### config.mk
export PLATFORM = sky130hd
export DESIGN_NAME = receiver_calc
export DESIGN_NICKNAME = d
export VERILOG_FILES = /design/src/rtl/receiver_calc.sv
export SDC_FILE = /design/constraint.sdc
export NUM_CORES = 1
export LEC_CHECK = 0
export CAP_MARGIN = 20
export CORE_MARGIN = 1
export CORE_UTILIZATION = 30
export CTS_CLUSTER_DIAMETER = 60
export DETAILED_ROUTE_END_ITERATION = 8
export GPL_TIMING_DRIVEN = 0
export SYNTH_ARGS = -nofsm -noshare
export SYNTH_HDL_FRONTEND = slang
export SYNTH_SLANG_ARGS = --single-unit
### constraint.sdc
create_clock -name clk -period 11.05 [get_ports clk]
set_input_delay 2.21 -clock clk [delete_from_list [all_inputs] [get_ports clk]]
set_output_delay 2.21 -clock clk [all_outputs]
set_load 0.02 [all_outputs]
### src/rtl/receiver_calc.sv
// Receive-side line assembler: edits a text line from the UART byte stream, then
// converts the completed line to an unsigned decimal operand, one character per cycle.
module receiver_calc #(
  parameter int DATASIZE = 128,
  parameter int VALUE_W  = 32
) (
  input  logic                clk,
  input  logic                resetn,
  input  logic                uart_rx_valid,
  input  logic [7:0]          uart_rx_data,
  input  logic                uart_rx_break,
  output logic [DATASIZE-1:0] line,
  output logic [7:0]          line_len,
  output logic                line_valid,
  output logic                is_num,
  output logic [VALUE_W-1:0]  value,
  output logic                num_ovf,
  output logic                line_err,
  output logic                busy
);
  localparam int MAXLEN = DATASIZE / 8;
  localparam int IDX_W  = $clog2(MAXLEN);

  typedef enum logic [1:0] {COLLECT, DRAIN, CONVERT} state_t;

  state_t              state;
  logic [DATASIZE-1:0] wbuf, sbuf, wbuf_edit;
  logic [7:0]          wlen, slen, wlen_edit;
  logic [IDX_W-1:0]    sidx;
  logic [VALUE_W-1:0]  acc, step_acc;
  logic                num_f, ovf_f, step_num, step_ovf;
  logic                ovf_pend, brk_q;
  logic                is_cr, is_bs, is_print, print_full;
  logic [7:0]          cur_ch;
  logic                cur_digit;
  logic [VALUE_W:0]    mac;

  // acc*10 + d with saturation to all-ones; MSB of the result flags saturation.
  function automatic logic [VALUE_W:0] sat_mac10(input logic [VALUE_W-1:0] a,
                                                 input logic [3:0]         d);
    logic [VALUE_W+3:0] w;
    w = {4'b0000, a} * (VALUE_W+4)'(10) + {{VALUE_W{1'b0}}, d};
    if (w[VALUE_W+3:VALUE_W] != 4'b0000)
      return {1'b1, {VALUE_W{1'b1}}};
    return {1'b0, w[VALUE_W-1:0]};
  endfunction

  always_comb begin
    is_cr      = uart_rx_valid && (uart_rx_data == 8'h0D);
    is_bs      = uart_rx_valid && (uart_rx_data == 8'h08 || uart_rx_data == 8'h7F);
    is_print   = uart_rx_valid && (uart_rx_data >= 8'h20) && (uart_rx_data <= 8'h7E);
    print_full = is_print && (wlen >= 8'(MAXLEN));
    wbuf_edit  = wbuf;
    wlen_edit  = wlen;
    if (is_bs && wlen != 8'd0) begin
      wbuf_edit = {8'h00, wbuf[DATASIZE-1:8]};
      wlen_edit = wlen - 8'd1;
    end else if (is_print && !print_full) begin
      wbuf_edit = {wbuf[DATASIZE-9:0], uart_rx_data};
      wlen_edit = wlen + 8'd1;
    end
  end

  always_comb begin
    cur_ch    = sbuf[{sidx, 3'b000} +: 8];
    cur_digit = (cur_ch >= 8'h30) && (cur_ch <= 8'h39);
    mac       = sat_mac10(acc, cur_digit ? cur_ch[3:0] : 4'd0);
    step_acc  = mac[VALUE_W-1:0];
    step_ovf  = ovf_f | mac[VALUE_W];
    step_num  = num_f & cur_digit;
  end

  assign busy = (state == CONVERT);

  always_ff @(posedge clk) begin
    if (!resetn) begin
      state      <= COLLECT;
      wbuf       <= '0;
      wlen       <= '0;
      sbuf       <= '0;
      slen       <= '0;
      sidx       <= '0;
      acc        <= '0;
      num_f      <= 1'b0;
      ovf_f      <= 1'b0;
      ovf_pend   <= 1'b0;
      brk_q      <= 1'b0;
      line       <= '0;
      line_len   <= '0;
      line_valid <= 1'b0;
      is_num     <= 1'b0;
      value      <= '0;
      num_ovf    <= 1'b0;
      line_err   <= 1'b0;
    end else begin
      line_valid <= 1'b0;
      line_err   <= 1'b0;
      brk_q      <= uart_rx_break;
      if (uart_rx_break) begin
        state    <= COLLECT;
        wbuf     <= '0;
        wlen     <= '0;
        ovf_pend <= 1'b0;
        line_err <= !brk_q;
      end else begin
        unique case (state)
          COLLECT: begin
            if (is_cr) begin
              wbuf <= '0;
              wlen <= '0;
              if (wlen == 8'd0) begin
                line       <= '0;
                line_len   <= '0;
                is_num     <= 1'b0;
                value      <= '0;
                num_ovf    <= 1'b0;
                line_valid <= 1'b1;
              end else begin
                sbuf  <= wbuf;
                slen  <= wlen;
                sidx  <= IDX_W'(wlen - 8'd1);
                acc   <= '0;
                num_f <= 1'b1;
                ovf_f <= 1'b0;
                state <= CONVERT;
              end
            end else if (print_full) begin
              state <= DRAIN;
            end else begin
              wbuf <= wbuf_edit;
              wlen <= wlen_edit;
            end
          end
          DRAIN: begin
            if (is_cr) begin
              line_err <= 1'b1;
              wbuf     <= '0;
              wlen     <= '0;
              state    <= COLLECT;
            end
          end
          CONVERT: begin
            acc   <= step_acc;
            num_f <= step_num;
            ovf_f <= step_ovf;
            sidx  <= sidx - 1'b1;
            // The next line keeps collecting; an overflowing one is remembered
            // so it can be drained once this conversion has finished.
            if (is_cr) begin
              line_err <= 1'b1;
              wbuf     <= '0;
              wlen     <= '0;
            end else if (!ovf_pend) begin
              wbuf <= wbuf_edit;
              wlen <= wlen_edit;
            end
            if (sidx == '0) begin
              line       <= sbuf;
              line_len   <= slen;
              is_num     <= step_num;
              value      <= step_num ? step_acc : '0;
              num_ovf    <= step_num & step_ovf;
              line_valid <= 1'b1;
              ovf_pend   <= 1'b0;
              state      <= (!is_cr && (ovf_pend || print_full)) ? DRAIN : COLLECT;
            end else if (is_cr) begin
              ovf_pend <= 1'b0;
            end else if (print_full) begin
              ovf_pend <= 1'b1;
            end
          end
          default: state <= COLLECT;
        endcase
      end
    end
  end
endmodule

==> results of run 1 <==
[placed cells by master (no fill, tap or decap), types with 23 or more instances in the layout]
master	instances
sky130_fd_sc_hd__clkbuf_16	53
sky130_fd_sc_hd__a22oi_1	188
sky130_fd_sc_hd__nand2_1	345
sky130_fd_sc_hd__inv_1	23
sky130_fd_sc_hd__dfxtp_1	486
sky130_fd_sc_hd__clkdlybuf4s50_1	183
sky130_fd_sc_hd__clkbuf_1	200
sky130_fd_sc_hd__nor2_1	341
sky130_fd_sc_hd__ha_1	70
sky130_fd_sc_hd__o21ai_1	35
sky130_fd_sc_hd__nand3_1	26
sky130_fd_sc_hd__mux2i_1	133
sky130_fd_sc_hd__nor3_1	148
sky130_fd_sc_hd__xnor2_1	26
sky130_fd_sc_hd__o21ai_0	69
sky130_fd_sc_hd__a21oi_1	327
[flip-flops by register name (all words and copies together) (netlist names), 2 cells and up]
name      cells
line        128
sbuf        128
wbuf        128
acc          32
value        32
line_len      8
slen          8
wlen          8
sidx          4
state         2
[stage by stage]
| step | total power [W] | util, % |
|---|---|---|
| detailed placement | 0.00187 | 34.7 |
| global route | 0.00377 | 37.2 |
| global placement | 0.00187 | 34.7 |
| floorplan | 0.00184 | - |
| finish | 0.00367 | 37.2 |
| CTS | 0.00370 | 37.2 |
[power by group]
| part | internal, W | switching, W | total [W] |
|---|---|---|---|
| combinational | 0.0000144 | 0.0000641 | 0.0000785 |
| sequential | 0.00175 | 0.00000135 | 0.00175 |
| clock | 0.00108 | 0.000755 | 0.00184 |
| total | 0.00285 | 0.000820 | 0.00367 |
[path summary, 6_finish.rpt]
| kind | start | to | slack, ps | cells past startpoint |
|---|---|---|---|---|
| setup reg to reg | sidx[1]$_SDFFE_PN0P_ | value[30]$_SDFFE_PN0P_ | 3010 | 23 |
| setup / recovery | sidx[1]$_SDFFE_PN0P_ | value[30]$_SDFFE_PN0P_ | 3010 | 23 |
| hold / removal | brk_q$_SDFF_PN0_ | line_err$_SDFF_PN0_ | 430 | 1 |
| hold reg to reg | brk_q$_SDFF_PN0_ | line_err$_SDFF_PN0_ | 430 | 1 |
[worst register-to-register path, cell delays in order (launching register included)]
cell,delay (ps)
sky130_fd_sc_hd__dfxtp_1,300
sky130_fd_sc_hd__clkbuf_1,630
sky130_fd_sc_hd__buf_1,850
sky130_fd_sc_hd__buf_1,850
sky130_fd_sc_hd__mux4_2,480
sky130_fd_sc_hd__mux2i_1,290
sky130_fd_sc_hd__nor2_1,90
sky130_fd_sc_hd__o32a_1,300
sky130_fd_sc_hd__a211oi_1,400
sky130_fd_sc_hd__ha_1,240
sky130_fd_sc_hd__inv_1,60
sky130_fd_sc_hd__fa_1,400
sky130_fd_sc_hd__inv_1,70
sky130_fd_sc_hd__a21oi_1,80
sky130_fd_sc_hd__nor4bb_1,460
sky130_fd_sc_hd__nand3_1,240
sky130_fd_sc_hd__nor3_1,450
sky130_fd_sc_hd__nand4_1,350
sky130_fd_sc_hd__nor2_1,470
sky130_fd_sc_hd__or4b_1,190
sky130_fd_sc_hd__mux2i_1,170
sky130_fd_sc_hd__buf_4,260
sky130_fd_sc_hd__buf_6,170
sky130_fd_sc_hd__a32oi_1,170
[area by class of cell]
cell class,count,area [sq um]
Clock inverter,17,256
Inverter,23,86.3
Buffer,220,877
Clock buffer,77,1540
Timing Repair Buffer,186,1870
Multi-Input combinational cell,1959,11700
Sequential cell,486,9730
Tap cell,959,1200
Fill cell,7627,46100
[kinds of logic (layout without fill, tap and decap cells)]
group	count (synthesis)	in the layout	synth area share, %
AO/OA/AOI/OAI	712	712	19.4
XOR/XNOR	42	42	1.68
adder cells (fa/ha/maj)	72	72	4.09
buffers and inverters	243	523	4.30
flip-flops	486	486	43.5
multiplexers	155	155	8.01
AND/OR/NAND/NOR	978	978	19.1
[per-layer routing]
| layer | vias to the layer above | part of all wire, % | routed length, um |
|---|---|---|---|
| met5 | - | 0.016 | 12 |
| met3 | 131 | 6.7 | 5140 |
| met2 | 677 | 45 | 34700 |
| met4 | 2 | 2.9 | 2210 |
| met1 | 10000 | 45 | 34700 |
| li1 | 10100 | - | - |
==> results.md, run 1 <==
Status:
- The run finished, with violations left.
- The final reports fail on design-rule violations.

Yosys:
- Summing every instance area after synthesis gives 22400 sq um.
- The largest area contributor in the netlist is sky130_fd_sc_hd__dfxtp_1.
- Yosys mapped a number of flops with a built-in enable equal to 0.
- The total number of yosys warnings is 0.
- Among all flip-flop cells after synthesis, the most frequent one is sky130_fd_sc_hd__dfxtp_1.
- The cell count after synthesis came out at 2688.
- The mean instance size in the synthesized netlist is 8.33 sq um.
- The number of unique standard cell types used by synthesis is 70.
- The leading cell type by number of instances after synthesis is sky130_fd_sc_hd__dfxtp_1.
- In the synthesized netlist, the cells that appear most often are sky130_fd_sc_hd__dfxtp_1, sky130_fd_sc_hd__nand2_1, sky130_fd_sc_hd__nor2_1, sky130_fd_sc_hd__a21oi_1.
- In this run the biggest area consumer among cell types represents 43.5% of the synthesized area.
- Sorting the synthesized cells by area gives the leading types as sky130_fd_sc_hd__dfxtp_1, sky130_fd_sc_hd__a21oi_1, sky130_fd_sc_hd__a22oi_1, sky130_fd_sc_hd__mux2i_1, sky130_fd_sc_hd__nand2_1.
- Synthesis inferred 486 register bits.
- The number of nets handed over by synthesis was 2772.
- The share of synthesized flip-flops with an asynchronous set or reset is 0%.
- The share of synthesized area occupied by flip-flops and latches is 43.5%.

GRT:
- The number of global-route vias before repair is 19300.
- The first global-routing pass estimated 116 mm of wire.
- Entering global routing, the biggest net connects 15 pins.
- The initial antenna violation count is 1.
- The sum of overflow across all layers after global routing is 0.
- After global routing, the most crowded layer is met2.
- For met2 alone, demand over resource in global routing was 31.3%.
- The overall track demand over capacity in global routing is 19.6%.
- For met1 alone, demand over resource in global routing was 26.7%.
- The met3 capacity usage during global routing is 3.53%.

Worst setup path:
- The largest individual stage delay along the critical path comes from the cell sky130_fd_sc_hd__buf_1.
- STA classifies the critical path endpoint as a flip-flop.
- The critical path class is flip-flop to flip-flop.
- On the worst path, the slowest cell contributes a delay of 840 ps.
- The number of buffers and inverters on the critical path is 7.
- The kind of start point of the critical path is a flip-flop.
- Data on the critical path is required at its endpoint by 11570 ps.
- Grouping stages by cell kind, the critical path spends the most delay in buffers and inverters.
- The worst path arrival time is 8560 ps.
- Walking the worst path, the cells encountered are clkbuf_1 -> buf_1 -> buf_1 -> mux4_2 -> mux2i_1 -> nor2_1 -> o32a_1 -> a211oi_1 -> ha_1 -> inv_1 -> fa_1 -> inv_1 -> a21oi_1 -> nor4bb_1 -> nand3_1 -> nor3_1 -> nand4_1 -> nor2_1 -> or4b_1 -> mux2i_1 -> buf_4 -> buf_6 -> a32oi_1.
- The largest fanout on the critical path is 10.

STA:
- Setup violations remaining at the end of the flow were counted as 0.
- Setup total negative slack on the finished layout was measured at 0 ps.
- The normalized max-slew margin is 24.9%.
- The slew at the pin with the worst max-slew slack is 1130 ps.
- The worst hold slack is 430 ps.
- Setup slack on the critical path of the routed design comes to 3010 ps.
- Setup repair after global routing left no endpoint under its margin.
- In the finished design, the share of the clock period the worst path needs comes to 72.8%.
- Timing would allow up to 124 MHz.
- Counting I/O delays and the setup requirement, the final critical path takes 8040 ps.
- The number of pins exceeding their max-slew limit in the final report is 0.
- The final clock skew is 23.9 ps.
- The number of hold-slack violations in the final timing report is 0.

Clock tree:
- In this run, CTS created clock tree buffers numbering 53.
- The clock insertion delay at the later pin of the skew report is 620 ps.
- The number of setup buffers added after CTS is 0.
- Clock-pin slew was measured on the worst setup and hold paths at 60 ps.
- The clock passes through at most 3 buffers.
- The H-tree was split into 2 levels.
- The total clock sinks is 486.
- For this design, the CTS-stage hold fixing added 0 buffers.
- The buffer cell driving the clock tree root is sky130_fd_sc_hd__clkbuf_16.
- Gates resized during post-CTS repair numbered 0.
- The TritonCTS clock tree is done.

Run:
- The tool flagged a number of max-cap violations equal to 0.

Pwr:
- In this run the static leakage power is 9.02 nW.
- The maximum ir drop on the vdd rail is 0.108 mV.
- The areal power density over the cells is 135 nW/um^2.

Die:
- The effective utilization at floorplan is 30.5%.
- The height of the die is 275 um.
- The floorplan step defined a die boundary enclosing 75700 sq um.
- The total area inside the core boundary comes to 73300 sq um.
- During I/O placement, the number of pins put on the boundary was 185.
- The width of the chip is 275 um.
- The placement row count is 99.

Drt:
- Summed over all layers, the routed wires come to 76.8 mm.
- The average wire length per cell after detail routing is 19.5 um.
- After detailed routing, the number of vias per cell comes to 5.32.
- The number of nets with antenna violations after routing is 0.
- In the routed design, unresolved DRC markers number 10.
- The routed via count is 20900.
- The first-pass iteration count of the detailed router is 9.
- The DRC marker count from the first detailed-route iteration is 1930.

Placement:
- After legalization and detailed placement, the total HPWL measured 57.3 mm.
- The global placer's final weighted congestion is 0.944.
- The post-place instance area is 25500 sq um.
- In this run, placement finished with an instance count of 3833.
- The post-place setup slack is 3170 ps.
- The count of buffers inserted at the top-level ports is 183.

Finish:
- Once layout is complete, the cells apart from fillers number 3927.
- The fraction of layout instances using a drive strength above 1 is 4.51%.
- The diode insertion count for antenna repair is 0.
- The count of nets after finishing is 3013.
- The post-layout instance area is 27200 sq um.
- From synthesis to final layout, the design area changed by 21.7%.

Worst hold path:
- The type of the most critical hold path is flip-flop to flip-flop.
(Power assumes the default switching activity.)
==> run 2: changes to the inputs <==
==> constraint.sdc (replaced) <==
create_clock -name clk -period 7.1 [get_ports clk]
set_input_delay 1.42 -clock clk [delete_from_list [all_inputs] [get_ports clk]]
set_output_delay 1.42 -clock clk [all_outputs]
set_load 0.02 [all_outputs]
==> run 2 against run 1 <==
Compared with the run above: the flow still finishes with violations (design-rule violations); sequential power is 56% higher; total power is 56% higher; first-iteration DRC count is 7.9% higher; register-to-register slack worse by 2700 ps; core utilization hardly changed; final area hardly changed; sequential share of layout area hardly changed; hold slack hardly changed; die area stayed put; fmax is 18% higher; critical path type unchanged; critical endpoint unchanged.
==> results.md, run 2 (synthesis gave the netlist of run 1 again) <==
GRT:
- The number of global-route vias before repair came to 19300 (unchanged).
- The sum of overflow across all layers after global routing is 0 (unchanged).
- The global-route wire length before repair is 116 mm (about the same).
- The overall track demand over capacity in global routing is 19.6% (about the same).
- The initial antenna violation count is 1 (unchanged).
- The maximum number of pins on one net before global-route repair is 15 (unchanged).

Clock tree:
- The H-tree depth was 2 (unchanged).
- The post-CTS clock slew at the launch and capture registers of the worst setup and hold paths is 60 ps (about the same).
- The TritonCTS clock tree is done (unchanged).
- The total CTS buffers is 53 (unchanged).
- The maximum clock insertion buffer count is 3 (unchanged).
- The buffer cell driving the clock tree root was sky130_fd_sc_hd__clkbuf_16 (unchanged).
- The total clock sinks was 486 (unchanged).
- The clock insertion delay at the later pin of the skew report was 620 ps (about the same).
- The number of buffers added for setup after CTS is 0 (unchanged).

Worst setup path:
- The required time of the critical path is 7620 ps (was 11570 ps).
- The endpoint type of the worst setup path is a flip-flop (unchanged).
- Crit-path cells: clkdlybuf4s18_2 -> clkdlybuf4s18_2 -> mux4_2 -> mux2i_1 -> nor2_1 -> o32a_1 -> a211oi_1 -> ha_1 -> inv_1 -> fa_1 -> inv_1 -> a21oi_1 -> nor4bb_1 -> nand3_1 -> nor3_2 -> nand4_1 -> nor2_2 -> or4b_1 -> mux2i_1 -> buf_4 -> buf_6 -> a32oi_1 (was clkbuf_1 -> buf_1 -> buf_1 -> mux4_2 -> mux2i_1 -> nor2_1 -> o32a_1 -> a211oi_1 -> ha_1 -> inv_1 -> fa_1 -> inv_1 -> a21oi_1 -> nor4bb_1 -> nand3_1 -> nor3_1 -> nand4_1 -> nor2_1 -> or4b_1 -> mux2i_1 -> buf_4 -> buf_6 -> a32oi_1).
- The last element of the critical path is value[30]$_SDFFE_PN0P_ (unchanged).
- The largest fanout on the critical path came to 10 (unchanged).
- The worst-path cell with the longest stage delay is sky130_fd_sc_hd__clkdlybuf4s18_2 (was sky130_fd_sc_hd__buf_1).
- The beginning of the worst register-to-register path is sidx[1]$_SDFFE_PN0P_ (unchanged).
- The kind of start point of the critical path is a flip-flop (unchanged).
- The end of the worst register-to-register path is value[30]$_SDFFE_PN0P_ (unchanged).
- The worst path arrival time is 7350 ps (was 8560 ps).
- The critical path class is flip-flop to flip-flop (unchanged).
- The setup slack of the most critical reg-to-reg path is 270 ps (was 3010 ps).
- The timing startpoint of the critical path was sidx[1]$_SDFFE_PN0P_ (unchanged).
- The delay of the slowest cell on the worst path is 580 ps (was 840 ps).
- The cell count of the worst reg-to-reg path was 22 (was 23).

Status:
- Violated checks: design-rule violations (unchanged).
- Status: finished with violations (unchanged).

Die:
- The height of the die came to 275 um (unchanged).
- The placement row count is 99 (unchanged).
- The die area is 75700 sq um (unchanged).
- The core area is 73300 sq um (unchanged).
- The number of I/O pins is 185 (unchanged).
- The effective utilization at floorplan was 30.5% (unchanged).
- The width of the chip is 275 um (unchanged).

STA:
- The final setup violation count came to 0 (unchanged).
- The final clock skew is 23.8 ps (was 23.9 ps).
- The number of pins exceeding their max-slew limit in the final report is 0 (unchanged).
- The number of hold-slack violations in the final timing report is 0 (unchanged).
- The normalized max-slew margin was 26.5% (was 24.9%).
- The shortest clock period the worst path allows after layout is 6830 ps (was 8040 ps).
- The final clock period utilization by the worst path is 96.2% (was 72.8%).
- The slew at the pin with the worst max-slew slack was 1100 ps (was 1130 ps).
- The worst hold slack is 431 ps (was 430 ps).
- The achievable frequency is 146 MHz (was 124 MHz).

Finish:
- The utilization after layout is 37.2% (about the same).
- The diode insertion count for antenna repair is 0 (unchanged).
- The filler cell count came to 7627 (unchanged).
- The post-layout instance area is 27300 sq um (was 27200 sq um).
- The count of nets after finishing is 3011 (was 3013).
- The area added between synthesis and finish is 21.8% (was 21.7%).
- The fraction of layout instances using a drive strength above 1 is 4.72% (was 4.51%).
- Largest registers: line (128), sbuf (128), wbuf (128) (unchanged).
- The most common cell after layout, fill and taps aside is sky130_fd_sc_hd__dfxtp_1 (unchanged).
- Most frequent cells in the layout: sky130_fd_sc_hd__dfxtp_1, sky130_fd_sc_hd__nand2_1, sky130_fd_sc_hd__nor2_1 (unchanged).

Run:
- The number of max-cap violations is 0 (unchanged).

Drt:
- The DRC marker count from the first detailed-route iteration is 2082 (was 1930).
- The first-pass iteration count of the detailed router is 9 (unchanged).
- The via density per instance is 5.31 (was 5.32).
- The overall routed net length is 76.8 mm (about the same).
- The final routed DRC violation total is 10 (unchanged).
- The routed via count came to 20900 (about the same).
- The average wire length per cell after detail routing is 19.6 um (was 19.5 um).
- The number of nets with antenna violations after routing came to 0 (unchanged).

Placement:
- The count of buffers inserted at the top-level ports is 183 (unchanged).
- The post-place instance area is 25500 sq um (unchanged).
- The global placer's final weighted congestion is 0.944 (unchanged).
- The placed wire-length estimate is 57.3 mm (unchanged).

Pwr:
- The internal power contribution is 0.00443 W (was 0.00285 W).
- The proportion of power drawn by the clock network is 50.0% (about the same).
- The share of total power in sequential cells is 47.8% (about the same).
- The areal power density over the cells is 209 nW/um^2 (was 135 nW/um^2).
- The relative contribution of combinational cells to total power was 2.1% (about the same).
- The switching power of the nets is 0.00128 W (was 0.000820 W).
- The switching share of total power is 22.4% (about the same).
- The static power due to leakage was 9.02 nW (about the same).
- The maximum ir drop on the vdd rail came to 0.168 mV (was 0.108 mV).

Worst hold path:
- The type of the most critical hold path is flip-flop to flip-flop (unchanged).
## run 2: layer usage
metal,part of all wire [%],track usage (%),routed length [um]
met1,45,26.7,34700
met4,2.7,6.24,2060
met5,0.016,0,12
met2,45,31.4,34900
met3,6.7,3.53,5160
## run 2: how the worst min path moves through the flow
stage	startpoint	slack, ps	endpoint	cells past startpoint
5_1_grt	slen[2]$_SDFFE_PN0P_	480	slen[2]$_SDFFE_PN0P_	2
4_1_cts	brk_q$_SDFF_PN0_	430	line_err$_SDFF_PN0_	1
2_1_floorplan	brk_q$_SDFF_PN0_	400	line_err$_SDFF_PN0_	1
3_3_place_gp	brk_q$_SDFF_PN0_	420	line_err$_SDFF_PN0_	1
6_report	brk_q$_SDFF_PN0_	430	line_err$_SDFF_PN0_	1
3_5_place_dp	brk_q$_SDFF_PN0_	420	line_err$_SDFF_PN0_	1
## run 2: timing repair
item                                    in CTS  in global routing
gates resized for setup                      7                  3
hold buffers                                 0                  0
endpoints found under the setup margin      66                 66
## run 2: power by group through the flow
stage | combinational, W | clock, W | sequential [W]
6_report | 0.000122 | 0.00286 | 0.00273
5_1_grt | 0.000131 | 0.00301 | 0.00273
4_1_cts | 0.000120 | 0.00291 | 0.00273
3_5_place_dp | 0.000119 | 0 | 0.00279
3_3_place_gp | 0.000120 | 0 | 0.00279
2_1_floorplan | 0.0000703 | 0 | 0.00279
## run 2: stage by stage
step | setup WS (ps) | setup TNS, ps | cells | power [W]
floorplan | 1920 | 0 | 2688 | 0.00286
global placement | -775 | -44580 | 3830 | 0.00291
detailed placement | -781 | -45360 | 3833 | 0.00291
CTS | 67.3 | 0 | 3926 | 0.00576
global route | -21.9 | -30.9 | 3925 | 0.00587
finish | 269 | 0 | 3925 | 0.00571
## run 2: cell type report
type / count / area, sq um / share of cell area, %
multi-input cells: 1959 / 11700 / 42.9
flip-flops and latches: 486 / 9730 / 35.7
repair buffers: 186 / 1870 / 6.87
clock buffers: 77 / 1540 / 5.63
well taps: 959 / 1200 / 4.40
plain buffers: 218 / 882 / 3.23
clock inverters: 17 / 256 / 0.941
inverters: 23 / 86.3 / 0.317
## run 2: worst max-delay path, delay by kind of cell, from the launching register on
kind | cells | cell delay, ps
adders and majority gates | 2 | 640
AOI/OAI and AO/OA | 4 | 940
DFF | 1 | 550
buffers and inverters | 6 | 1700
muxes | 3 | 890
and+or+nand+nor | 7 | 2000
==> patch (flow settings as in run 2) <==
Register the inputs `uart_rx_valid`, `uart_rx_data` and `uart_rx_break` before use. The logic sees them one clock later.
--- a/src/rtl/receiver_calc.sv
+++ b/src/rtl/receiver_calc.sv
@@ -24,4 +24,14 @@
   typedef enum logic [1:0] {COLLECT, DRAIN, CONVERT} state_t;
 
+  logic uart_rx_valid_q;
+  logic [7:0] uart_rx_data_q;
+  logic uart_rx_break_q;
+
+  always_ff @(posedge clk) begin
+    uart_rx_valid_q <= uart_rx_valid;
+    uart_rx_data_q  <= uart_rx_data;
+    uart_rx_break_q <= uart_rx_break;
+  end
+
   state_t              state;
   logic [DATASIZE-1:0] wbuf, sbuf, wbuf_edit;
@@ -47,7 +57,7 @@
 
   always_comb begin
-    is_cr      = uart_rx_valid && (uart_rx_data == 8'h0D);
-    is_bs      = uart_rx_valid && (uart_rx_data == 8'h08 || uart_rx_data == 8'h7F);
-    is_print   = uart_rx_valid && (uart_rx_data >= 8'h20) && (uart_rx_data <= 8'h7E);
+    is_cr      = uart_rx_valid_q && (uart_rx_data_q == 8'h0D);
+    is_bs      = uart_rx_valid_q && (uart_rx_data_q == 8'h08 || uart_rx_data_q == 8'h7F);
+    is_print   = uart_rx_valid_q && (uart_rx_data_q >= 8'h20) && (uart_rx_data_q <= 8'h7E);
     print_full = is_print && (wlen >= 8'(MAXLEN));
     wbuf_edit  = wbuf;
@@ -57,5 +67,5 @@
       wlen_edit = wlen - 8'd1;
     end else if (is_print && !print_full) begin
-      wbuf_edit = {wbuf[DATASIZE-9:0], uart_rx_data};
+      wbuf_edit = {wbuf[DATASIZE-9:0], uart_rx_data_q};
       wlen_edit = wlen + 8'd1;
     end
@@ -96,6 +106,6 @@
       line_valid <= 1'b0;
       line_err   <= 1'b0;
-      brk_q      <= uart_rx_break;
-      if (uart_rx_break) begin
+      brk_q      <= uart_rx_break_q;
+      if (uart_rx_break_q) begin
         state    <= COLLECT;
         wbuf     <= '0;
Function: not settled (the Yosys comparison gave no result); the edit may change what the design does.
==> patch against run 2 <==
- maximum frequency increased by 3.2%
- worst hold slack got worse by 9.3 ps
- final cell count increased by 6.5%
- total power increased by 3.5%
- area after synthesis increased by 4.2%
- setup slack improved by 210 ps
- cell area increased by 4.3%
- routed wire length increased by 2.1%
- sequential cell count increased by 10
==> patch: results <==
export IMPL_status="completed"
export IMPL_htreeDepth=2
export IMPL_tightest_slew_ps=1063
export IMPL_drc=0
export IMPL_holdPathStages=1
export IMPL_hold_end="line_err"
export IMPL_syn_num_nets=2948
export IMPL_clkLatencyLatePin_ps=640
export IMPL_ir_worst_vdd_mv=0.2184
export IMPL_critPathArrivalTime_ps=7150
export IMPL_num_antenna_cells=0
export IMPL_clkTransAtPathRegs_ps=60
export IMPL_nets=3191
export IMPL_drt_iter0_drc=1635
export IMPL_cts_buffers=53
export IMPL_cts_buffer_depth=3
export IMPL_cts_root_buffer_cell="clkbuf_16"
export IMPL_crit_fanout=10
export IMPL_async_flop_share_pct=0
export IMPL_grt_pass1_wl_um=119100
export IMPL_synthTopCellsByCount="496 x dfxtp_1, 494 x nand2_1, 414 x a21oi_1, 208 x nor2_1, 192 x clkbuf_1"
export IMPL_hp_class="flip-flop to flip-flop"
export IMPL_dp_final_hpwl_um=59350
export IMPL_first_pass_iters=5
export IMPL_ys_seq_area_share_pct=42.56
export IMPL_skew_ps=41.67
export IMPL_drive_above_1_share_pct=5.363
export IMPL_grt_util_all_layers_pct=19.46
export IMPL_viasPerCell=5.146
export IMPL_ys_top_cells_by_area="dfxtp_1 43%, a21oi_1 8.9%, nand2_1 7.9%"
export IMPL_place_congestion=0.9511
export IMPL_cts_setup_buffers=0
export IMPL_avgRoutedWirePerCell_um=18.76
export IMPL_r2r_start="sidx[0]"
export IMPL_synth_cell_types=80
export IMPL_reg2regPathDepth=22
export IMPL_hold_path_startpoint="brk_q"
export IMPL_cts_resized=0
export IMPL_rrSetupSlack_ps=480
export IMPL_antenna_found_initial=3
export IMPL_final_fill_count=7949
export IMPL_grt_pass1_vias=19984
export IMPL_grt_max_degree=16
export IMPL_port_buffers=183
export IMPL_top_regs="line x128, sbuf x128, wbuf x128"
export IMPL_ys_warnings_count=0
export IMPL_p_leak_uw=0.009348
export IMPL_reg2reg_to="value[4]"
export IMPL_finalHoldWorstSlack_ps=421.4
[patch: worst max-delay path by stage]
stage | from | to | slack [ps] | cells after the start
after floorplan | sidx[0] | value[4] | 2110 | 19
after global placement | sidx[0] | value[4] | 4 | 21
after detailed placement | sidx[0] | value[4] | 30 | 21
after CTS | sidx[0] | value[4] | 20 | 21
after global routing | sidx[0] | value[5] | 20 | 22
final | sidx[0] | value[4] | 480 | 22
[patch: cell type report]
type                            count  area (µm²)  area share [%]
Multi-Input combinational cell   2116       12410           43.65
Clock buffer                       72        1538           5.407
Timing Repair Buffer              188        1893           6.657
Inverter                           22       82.58          0.2904
Clock inverter                     27       380.4           1.338
Tap cell                         1030        1289           4.532
Sequential cell                   496        9930           34.92
Buffer                            230       913.4           3.212
[patch: per-layer routing]
| layer | part of all wire, % | track usage (%) |
|---|---|---|
| met2 | 45 | 30.89 |
| met3 | 6.9 | 3.159 |
| met4 | 3.3 | 6.908 |
| met5 | 0 | 0 |
| met1 | 45 | 26.48 |
[patch: power breakdown]
group / internal, µW / switching (µW)
combinational: 27.5 / 93.5
sequential: 2790 / 8.31
clock: 1760 / 1240
[patch: critical path, stage by stage (launching register included)]
cell and delay [ps]:
dfxtp_1 310, buf_4 270, buf_4 360, inv_1 250, o311ai_0 670, o311a_1 380
a211oi_1 100, a2111oi_0 490, o22ai_1 390, a211o_1 450, fa_1 450, inv_1 70
a21o_1 140, nand3_1 120, nor4b_1 300, buf_2 230, and4_1 330, a21boi_0 120
and4_1 240, o21ba_2 200, buf_2 210, buf_4 220, a311oi_1 220
[patch: stage by stage]
stage / util (%) / instance area, µm² / worst slack (ps) / std cells
5_1_grt: 37.20 / 28440 / 21.15 / 4181
2_1_floorplan: - / 23330 / 2111 / 2864
3_3_place_gp: 34.60 / 26450 / 3.554 / 4077
4_1_cts: 37.18 / 28430 / 15.55 / 4180
6_report: 37.20 / 28440 / 477.4 / 4181
3_5_place_dp: 34.67 / 26510 / 34.50 / 4081
[patch: cell families (layout without fill, tap and decap cells)]
logic type | count (synthesis) | in the layout | synth area share [%]
fa+ha+maj | 72 | 72 | 3.926
buf+inv | 252 | 539 | 4.263
simple gates | 1157 | 1157 | 22.09
compound gates | 695 | 695 | 18.15
mux | 146 | 146 | 7.245
xor+xnor | 46 | 46 | 1.759
flops | 496 | 496 | 42.56
